`config.mk`:
```
export PLATFORM = sky130hd
export DESIGN_NAME = alu_share_arb
export DESIGN_NICKNAME = d
export VERILOG_FILES = /design/src/rtl/alu_share_arb_pkg.sv /design/src/rtl/alu_share_arb_alu_core.sv /design/src/rtl/alu_share_arb.sv
export SDC_FILE = /design/constraint.sdc
export NUM_CORES = 1
export LEC_CHECK = 0
export BUFFER_PORTS_ARGS = -buffer_cell sky130_fd_sc_hd__clkbuf_2
export CAP_MARGIN = 15
export CORE_ASPECT_RATIO = 1.4
export CORE_MARGIN = 2
export CORE_UTILIZATION = 40
export CTS_CLUSTER_SIZE = 40
export DETAILED_ROUTE_END_ITERATION = 16
export PLACE_DENSITY = 0.67
export SLEW_MARGIN = 25
export SYNTH_ARGS = -nofsm -noshare
export SYNTH_HDL_FRONTEND = slang
export SYNTH_SLANG_ARGS = --single-unit
export TNS_END_PERCENT = 20
```
`constraint.sdc`:
```
create_clock -name clk -period 7.85 [get_ports clk]
set_clock_uncertainty 0.05 [all_clocks]
set_input_delay 0.785 -clock clk [delete_from_list [all_inputs] [get_ports clk]]
set_output_delay 0.785 -clock clk [all_outputs]
set_load 0.01 [all_outputs]
```
`src/rtl/alu_share_arb_pkg.sv`:
```
// Shared op codes, FSM encodings and grant helper for the shared-ALU arbiter.
package alu_share_arb_pkg;

    typedef enum logic [2:0] {
        OP_ADD  = 3'b000,
        OP_SUB  = 3'b001,
        OP_LOR  = 3'b010,
        OP_LAND = 3'b011,
        OP_Z0   = 3'b100,
        OP_Z1   = 3'b101,
        OP_MIX0 = 3'b110,
        OP_MIX1 = 3'b111
    } alu_op_e;

    typedef enum logic [1:0] {
        S_IDLE = 2'd0,
        S_EXEC = 2'd1,
        S_RESP = 2'd2
    } arb_state_e;

    // Round-robin pick: a lone requester wins, on contention the one not served last wins.
    function automatic logic pick_grant(input logic v0, input logic v1, input logic last);
        if (v0 && v1) begin
            return ~last;
        end
        return v1;
    endfunction

endpackage

```
`src/rtl/alu_share_arb_alu_core.sv`:
```
// Combinational 8-bit ALU shared by both requesters; 1-bit results are zero-extended.
module alu_core
    import alu_share_arb_pkg::*;
#(
    parameter int W = 8
) (
    output logic [W-1:0] z,
    input  logic [W-1:0] a,
    input  logic [W-1:0] b,
    input  logic [2:0]   sel
);

    logic flag;

    always_comb begin
        z    = '0;
        flag = 1'b0;
        case (alu_op_e'(sel))
            OP_ADD:  z = a + b;
            OP_SUB:  z = a - b;
            OP_LOR:  flag = (a != '0) || (b != '0);
            OP_LAND: flag = (a != '0) && (b != '0);
            OP_Z0:   flag = 1'b0;
            OP_Z1:   flag = 1'b0;
            OP_MIX0: flag = (a[2:0] != 3'b000) && a[W-1];
            OP_MIX1: flag = a[0] && (a[W-1:1] != '0);
            default: flag = 1'b0;
        endcase
        if (sel[2] || sel[1]) begin
            z = {{(W-1){1'b0}}, flag};
        end
    end

endmodule

```
`src/rtl/alu_share_arb.sv`:
```
// Round-robin arbiter/sequencer for two requesters sharing one combinational ALU.
// state  | meaning
// S_IDLE | arbitrate, accept one request and latch its operands
// S_EXEC | ALU evaluates latched operands, result registered to granted rsp port
// S_RESP | hold result until the granted requester takes it
module alu_share_arb
    import alu_share_arb_pkg::*;
#(
    parameter int W = 8
) (
    input  logic         clk,
    input  logic         rst,
    input  logic         req0_valid,
    output logic         req0_ready,
    input  logic [W-1:0] req0_a,
    input  logic [W-1:0] req0_b,
    input  logic [2:0]   req0_sel,
    input  logic         req1_valid,
    output logic         req1_ready,
    input  logic [W-1:0] req1_a,
    input  logic [W-1:0] req1_b,
    input  logic [2:0]   req1_sel,
    output logic         rsp0_valid,
    input  logic         rsp0_ready,
    output logic [W-1:0] rsp0_data,
    output logic         rsp0_zero,
    output logic         rsp1_valid,
    input  logic         rsp1_ready,
    output logic [W-1:0] rsp1_data,
    output logic         rsp1_zero,
    output logic         busy,
    output logic         last_gnt
);

    arb_state_e   state_q, state_d;
    logic         gnt_q, gnt_d;
    logic         last_gnt_q, last_gnt_d;
    logic [W-1:0] a_q, a_d, b_q, b_d;
    logic [2:0]   sel_q, sel_d;
    logic [1:0]   rsp_valid_q, rsp_valid_d;
    logic [1:0]   rsp_zero_q, rsp_zero_d;
    logic [W-1:0] rsp0_data_q, rsp0_data_d, rsp1_data_q, rsp1_data_d;
    logic [W-1:0] alu_z;
    logic         grant;
    logic         taken;

    alu_core #(.W(W)) u_alu (
        .z   (alu_z),
        .a   (a_q),
        .b   (b_q),
        .sel (sel_q)
    );

    assign grant = pick_grant(req0_valid, req1_valid, last_gnt_q);
    assign taken = gnt_q ? rsp1_ready : rsp0_ready;

    always_comb begin
        state_d     = state_q;
        gnt_d       = gnt_q;
        last_gnt_d  = last_gnt_q;
        a_d         = a_q;
        b_d         = b_q;
        sel_d       = sel_q;
        rsp_valid_d = rsp_valid_q;
        rsp_zero_d  = rsp_zero_q;
        rsp0_data_d = rsp0_data_q;
        rsp1_data_d = rsp1_data_q;
        req0_ready  = 1'b0;
        req1_ready  = 1'b0;
        case (state_q)
            S_IDLE: begin
                if (req0_valid || req1_valid) begin
                    gnt_d      = grant;
                    a_d        = grant ? req1_a   : req0_a;
                    b_d        = grant ? req1_b   : req0_b;
                    sel_d      = grant ? req1_sel : req0_sel;
                    req0_ready = ~grant;
                    req1_ready = grant;
                    state_d    = S_EXEC;
                end
            end
            S_EXEC: begin
                if (gnt_q) begin
                    rsp1_data_d = alu_z;
                end else begin
                    rsp0_data_d = alu_z;
                end
                rsp_zero_d[gnt_q]  = (alu_z == '0);
                rsp_valid_d[gnt_q] = 1'b1;
                last_gnt_d         = gnt_q;
                state_d            = S_RESP;
            end
            S_RESP: begin
                if (taken) begin
                    rsp_valid_d[gnt_q] = 1'b0;
                    state_d            = S_IDLE;
                end
            end
            default: state_d = S_IDLE;
        endcase
    end

    // Reset drops any in-flight operation without issuing a response.
    always_ff @(posedge clk) begin
        if (rst) begin
            state_q     <= S_IDLE;
            gnt_q       <= 1'b0;
            last_gnt_q  <= 1'b1;
            a_q         <= '0;
            b_q         <= '0;
            sel_q       <= '0;
            rsp_valid_q <= '0;
            rsp_zero_q  <= '0;
            rsp0_data_q <= '0;
            rsp1_data_q <= '0;
        end else begin
            state_q     <= state_d;
            gnt_q       <= gnt_d;
            last_gnt_q  <= last_gnt_d;
            a_q         <= a_d;
            b_q         <= b_d;
            sel_q       <= sel_d;
            rsp_valid_q <= rsp_valid_d;
            rsp_zero_q  <= rsp_zero_d;
            rsp0_data_q <= rsp0_data_d;
            rsp1_data_q <= rsp1_data_d;
        end
    end

    assign rsp0_valid = rsp_valid_q[0];
    assign rsp1_valid = rsp_valid_q[1];
    assign rsp0_zero  = rsp_zero_q[0];
    assign rsp1_zero  = rsp_zero_q[1];
    assign rsp0_data  = rsp0_data_q;
    assign rsp1_data  = rsp1_data_q;
    assign busy       = (state_q != S_IDLE);
    assign last_gnt   = last_gnt_q;

endmodule
```
== Word-level counts from Yosys, hierarchy flattened ==
Index checks and enable logic that the tools add are counted.

* Add/sub/neg operators: 2
* Order comparisons: 2
* Equal/unequal tests: 9
* Muxes and demuxes: 22
* Bitwise gates (word level): 6
* Reduce and logical (&&, ||, !) cells: 22

{| class="wikitable"
|+ Operators with widths
! cell !! number
|-
| 8-bit 2-to-1 mux || 3
|-
| 8-bit one-hot mux with 2 select lines || 1
|-
| 8-bit nonzero test || 2
|-
| 2-bit AND reduction || 5
|-
| 1-bit 2-to-1 mux || 9
|-
| 8-bit adder || 1
|-
| 8-bit logical NOT || 1
|-
| 8-bit subtractor || 1
|-
| 7-bit nonzero test || 1
|-
| 3-bit by 2-bit == test with 1-bit output (second input constant) || 2
|-
| 3-bit == test (second input constant) || 2
|-
| 2-bit 2-to-1 mux || 3
|-
| 2-bit one-hot mux with 3 select lines || 1
|-
| 1-bit logical AND || 5
|-
| 2-bit inequality test (second input constant) || 2
|-
| 1-bit one-hot mux with 4 select lines || 1
|-
| 2-bit one-hot mux with 2 select lines || 1
|-
| 2-bit nonzero test || 2
|-
| 3-bit by 1-bit == test with 1-bit output (second input constant) || 1
|-
| 3-bit logical NOT || 1
|-
| 1-bit logical OR || 3
|-
| 3-bit 2-to-1 mux || 1
|-
| 1-bit inverter || 3
|-
| 3-bit nonzero test || 1
|-
| other kinds (10) || 10
|}

* Register bits after elaboration: 43
* Input port bits: 44
* Output and inout bits: 24
* Word-level logic and storage cells: 73

== Depth between registers and ports, before layout ==
* Depth in word-level cells: 8
* Depth in mapped cells: 12
* Gate-level depth less buffers: 11

== Hierarchy ==
From an unflattened synthesis, not the netlist that was laid out.

* Cell total of the unflattened synthesis: 285
* Area total of the unflattened synthesis: 2,433.6 um^2

{| class="wikitable"
|+ By module, submodules not included
! module !! times used !! cells an instance !! area each (um^2) !! sequential area each (um^2)
|-
| alu_share_arb || 1 || 197 || 1,855.5 || 860.8
|-
| alu_core || 1 || 88 || 578.1 || 0.0
|}

== Least setup slack after synthesis ==
Ideal clock, no wire load.

* Kind: register to register
* From: register sel_q[2]
* To: register rsp_zero_q[1]
* Library setup time: 96 ps
* Arrival time: 3,378 ps
* Data required time: 7,704 ps
* Setup slack: 4,327 ps
* Stages on the path, launching flop included: 12
* Buffers on the path: 1
* Clock period less this slack: 3,523 ps
* Cells stage by stage: dfxtp_1 > nor2_1 > and2_1 > clkbuf_1 > mux2_2 > fa_1 > nand2b_1 > a21oi_1 > a21oi_1 > or3_4 > or4b_4 > o41ai_2

* Longest elaborated chain between the ends: 5
* Elaborated cells on any way between the ends: 12
* Classes of those cells: eq/ne: 5; mux: 4; reduce/logical: 3

{| class="wikitable"
|+ Ends and longest elaborated chain
! item !! line !! text
|-
| from (decl) || alu_share_arb.sv:39 || <nowiki>logic [2:0] sel_q, sel_d;</nowiki>
|-
| from (signal assigned) || alu_share_arb.sv:122 || <nowiki>sel_q <= sel_d;</nowiki>
|-
| 3-bit == test, or another cell as far along || alu_share_arb_alu_core.sv:18 || <nowiki>case (alu_op_e'(sel))</nowiki>
|-
| 1-bit one-hot mux with 4 select lines / 8-bit one-hot mux with 2 select lines (equally long branches) || alu_share_arb_alu_core.sv:18 ||
|-
| 8-bit 2-to-1 mux (*) || alu_share_arb_alu_core.sv:29 || <nowiki>if (sel[2] || sel[1]) begin</nowiki>
|-
| 8-bit logical NOT (*) || alu_share_arb.sv:88 || <nowiki>rsp_zero_d[gnt_q] = (alu_z == '0);</nowiki>
|-
| 2-bit bitwise mux (*) || alu_share_arb.sv:88 ||
|-
| to (signal assigned) || alu_share_arb.sv:124 || <nowiki>rsp_zero_q <= rsp_zero_d;</nowiki>
|-
| to (decl) || alu_share_arb.sv:41 || <nowiki>logic [1:0] rsp_zero_q, rsp_zero_d;</nowiki>
|}

Every way passes the cells marked *; elsewhere a longest branch is shown, timed or not.
A chain may end at the register's enable or synchronous reset.

== Worst setup path after layout ==
Same ends and word-level chain as after synthesis.

==> metrics.md <==
| Metric | Value |
|---|---|
| Status | finished, final reports clean |
| Worst R2R Start | sel_q[2]$_SDFFE_PP0P_ |
| Number of cell rows | 32 |
| Number of hold-slack violations in the final timing report | 0 |
| Number of inserted diodes | 0 |
| DRC violation total after the first TritonRoute iteration | ~120 |
| Number of synthesis warnings | 0 |
| PnR Total Power | a little over 0.7 mW |
| Fraction of the yosys area taken by sequential cells | a little under two fifths |
| Delay-heaviest family, CP | simple AND/OR/NAND/NOR gates |
| Worst path bufs/invs | 0 |
| Depth of the most critical reg-to-reg path | 10 |
| Xor and xnor fraction of the mapped netlist area | under 10% |
| Maximum buffer depth of the clock tree | 2 |
| Post-synth EDFFs | 0 |
| Initial standard-cell utilization of the core | just over 40% |
| WL/cell | ~13 um |
| Post-route worst hold slack | between 0.4 and 0.5 ns |
| First-pass GRT wire length | between 8 and 9 mm |
| Top cell type's share of synthesized area | 37.5% |
| Routability-driven placement congestion ratio | around 0.9 |
| Cells after synthesis | 273 |
| Endpoint type of the worst setup path | flop |
| Critical path data arrival time | 3.90 ns |
| Area added between synthesis and finish | 21.6% |
| Routed via count | approximately 2200 |
| Detailed placer's ending HPWL | roughly 4.1 mm |
| Clock transition at the register clock pins on the worst setup and hold paths after CTS | around 0.080 ns |
| Ratio of final minimum period to clock period | about 48% |
| Time the worst path needs with I/O delays and setup | around 3.7 ns |
| Overall fraction of global-route tracks in use | 18.4% |
| Vertical die dimension | approximately 94 um |
| Post-synth cell types | 44 |
| Worst Max-Slew Pin Slew | ~0.87 ns |
| Max-cap violation count | 0 |
| Multiplexer share of the synthesized area | approximately 2.7% |
| Post-cts repair resize count | 0 |
| Max-slew headroom at the worst pin | between 40% and 50% |
| Share of synthesized registers carrying an async set or reset | 0% |
| Flop-to-flop setup slack | about 4 ns |
| Die area | approximately 0.0064 sq mm |
| Number of global-route vias before repair | between 2000 and 2500 |
| Sw Ratio | around a third |
| Main combinational cell family by area after synthesis | simple AND/OR/NAND/NOR gates |
| Share of synthesized cell area in and, or, nand and nor gates | about 25% |
| Number of flip-flops and latches in the synthesized netlist | 43 |
| Pwr/cell area | 258 mW/mm^2 |
| Length of the first detailed-routing pass in iterations | 6 |
| Switch Pwr | ~0.24 mW |
| Vias per std cell | ~5.5 |
| Final setup fails | 0 |
| Clock latency on the worst-skew pair | approximately 0.3 ns |
| Proportion of power drawn by flip-flops and latches | about 36% |
| Internal Power | a little under 0.5 mW |
| Top cells by area in the synthesized netlist | sky130_fd_sc_hd__dfxtp_1 38%, sky130_fd_sc_hd__nor2_1 7.9%, sky130_fd_sc_hd__a222oi_1 7.0%, sky130_fd_sc_hd__a21oi_1 6.8%, sky130_fd_sc_hd__nand2_1 4.4% |
| Total count of max-transition violations in the final report | 0 |
| IO Count | 68 |
| Number of antenna violations at the first check in global routing | 0 |
| Clock tree from TritonCTS | built |
| Critical path's most frequent cell | sky130_fd_sc_hd__a21oi_1 |
| Leakage power summed over all cells | 1.18 nW |
| Port Buffer Count | 67 |
| Fraction of final layout cells with drive strength greater than 1 | a little over a quarter |
| Remaining antenna violation count | 0 |
| Most used standard cells in the synthesized netlist | 48 x sky130_fd_sc_hd__nor2_1, 43 x sky130_fd_sc_hd__dfxtp_1, 31 x sky130_fd_sc_hd__a21oi_1 |
| Worst min path class | flop to flop |
| Data required time of the critical path | about 8.0 ns |
| Max VDD drop | roughly 0.13 mV |
| Crit Path Max Fanout | 9 |
| Post-synthesis adder-cell area fraction | roughly 5.2% |
| Post-CTS Setup Repair Bufs | 0 |
| Post-Route WL | 5.42 mm |
| Number of nets in the finished design | roughly 390 |
| Share of the synthesized area in compound gates (AO/OA/AOI/OAI) | between 20% and 30% |
| Setup repair after global routing missed its margin | no |
| List of cells traversed by the critical path | nor2_1, and2_1, mux2_2, fa_1, nand2b_1, a21oi_1, a21oi_1, or3_4, or4b_4, o41ai_2 |
| Num CTS Buffers | 5 |
| Global-route congestion overflow total | 0 |
| Detailed-route DRC error count | 0 |
| Startpoint of the lowest-slack hold path | rsp1_data[7]$_SDFFE_PP0P_ |
| Part of the total power dissipated in combinational logic | between 30% and 40% |
| Standard cell core area | about 0.0055 sq mm |
| Number of nets in the synthesized netlist | 326 |
| Most used standard cell by instance count after synthesis | sky130_fd_sc_hd__nor2_1 |
| FF-to-FF End | rsp_zero_q[1]$_SDFFE_PP0P_ |
| Sort of element at the start of the critical path | flop |
| Min-Delay Endpoint | rsp1_data[7]$_SDFFE_PP0P_ |
| Cell taking the most area after synthesis | sky130_fd_sc_hd__dfxtp_1 |
| H-tree depth | 2 |
| Maximum number of pins on one net before global-route repair | 46 |
| Chip Width | 68.0 um |
| Sum Neg Setup Slack | 0 ns |
| Mean area per synthesized cell | 8.41 sq um |
| Type of the worst setup path | flop to flop |
| Min-Delay Path Depth | 2 |
| Clock sinks | 43 |
| Cell area after technology mapping | roughly 0.0023 sq mm |
| Largest stage delay on the critical path | around 0.53 ns |
| Root Driver | sky130_fd_sc_hd__clkbuf_8 |
| Highest-delay cell along the critical path | sky130_fd_sc_hd__or4b_4 |
| Most used flip-flop cell after synthesis | sky130_fd_sc_hd__dfxtp_1 |
| CTS hold repair buffers | 0 |
| Highest attainable clock frequency | between 0.2 and 0.3 GHz |
| Clk network pwr share | between 20 and 30% |
[worst max path at each step]
stage,start,depth (start not counted),to,slack (ns)
after CTS,sel_q[2]$_SDFFE_PP0P_,10,rsp_zero_q[1]$_SDFFE_PP0P_,4.12
after global routing,sel_q[2]$_SDFFE_PP0P_,10,rsp_zero_q[1]$_SDFFE_PP0P_,3.87
after global placement,sel_q[2]$_SDFFE_PP0P_,10,rsp_zero_q[1]$_SDFFE_PP0P_,4.23
after floorplan,sel_q[2]$_SDFFE_PP0P_,11,rsp_zero_q[1]$_SDFFE_PP0P_,4.33
after detailed placement,sel_q[2]$_SDFFE_PP0P_,10,rsp_zero_q[1]$_SDFFE_PP0P_,4.14
final,sel_q[2]$_SDFFE_PP0P_,10,rsp_zero_q[1]$_SDFFE_PP0P_,4.11
[area by class of cell]
cell class | count | area [sq um]
multi-input cells | 208 | 1330
repair buffers | 70 | 358
clock inverters | 2 | 60.1
clock buffers | 6 | 72.6
flip-flops and latches | 43 | 861
inverters | 7 | 26.3
well taps | 68 | 85.1
fillers | 547 | 2730
[worst register-to-register path, cell delays in order (launching register included)]
cell                       delay [ns]
sky130_fd_sc_hd__dfxtp_1         0.34
sky130_fd_sc_hd__nor2_1          0.42
sky130_fd_sc_hd__and2_1          0.32
sky130_fd_sc_hd__mux2_2          0.39
sky130_fd_sc_hd__fa_1            0.42
sky130_fd_sc_hd__nand2b_1        0.16
sky130_fd_sc_hd__a21oi_1         0.23
sky130_fd_sc_hd__a21oi_1         0.11
sky130_fd_sc_hd__or3_4           0.40
sky130_fd_sc_hd__or4b_4          0.53
sky130_fd_sc_hd__o41ai_2         0.27
[stage by stage]
step           setup WS [ns]  util [%]  std cells  area [sq um]
2_1_floorplan           4.33         -        273          2290
3_3_place_gp            4.23      48.1        396          2660
3_5_place_dp            4.14      48.1        396          2660
4_1_cts                 4.12      50.5        404          2790
5_1_grt                 3.87      50.5        404          2790
6_report                4.11      50.5        404          2790
[cells in the final DEF, fill, tap and decap left out, types with 4 or more instances in the layout]
master	netlist	layout
sky130_fd_sc_hd__clkbuf_2	0	67
sky130_fd_sc_hd__nor2_1	48	48
sky130_fd_sc_hd__dfxtp_1	43	43
sky130_fd_sc_hd__a21oi_1	31	31
sky130_fd_sc_hd__nand2_1	27	27
sky130_fd_sc_hd__a222oi_1	16	16
sky130_fd_sc_hd__xnor2_1	9	9
sky130_fd_sc_hd__nor3_1	8	8
sky130_fd_sc_hd__ha_1	8	8
sky130_fd_sc_hd__inv_1	7	7
sky130_fd_sc_hd__nand3_1	6	6
sky130_fd_sc_hd__clkbuf_8	0	5
sky130_fd_sc_hd__nand3b_1	4	4
sky130_fd_sc_hd__mux2i_1	4	4
[cell families after synthesis]
family	count (synthesis)
flops	43
buf+inv	22
mux	6
xor+xnor	11
simple gates	116
compound gates	66
fa+ha+maj	9
[metal layers]
layer	track usage (%)	vias to the layer above	routed length [um]
met1	18.9	1009	2200
met2	33.7	61	2860
met5	0	-	0
met3	3.49	15	212
met4	9.33	0	152
li1	-	1122	-
[registers in the layout, indices dropped and copies added, names as in the netlist, named ones only]
name and cells:
a_q 8, b_q 8, rsp0_data 8, rsp1_data 8, sel_q 3, rsp_zero_q 2, state_q 2, gnt_q 1
last_gnt 1
[power groups by stage]
| stage | registers, mW | logic [mW] | clock network (mW) |
|---|---|---|---|
| 4_1_cts | 0.259 | 0.259 | 0.206 |
| 3_3_place_gp | 0.264 | 0.255 | 0 |
| 6_report | 0.259 | 0.257 | 0.204 |
| 5_1_grt | 0.263 | 0.290 | 0.213 |
| 2_1_floorplan | 0.262 | 0.199 | 0 |
| 3_5_place_dp | 0.265 | 0.257 | 0 |
No activity file was read; power rests on OpenSTA's default activity.
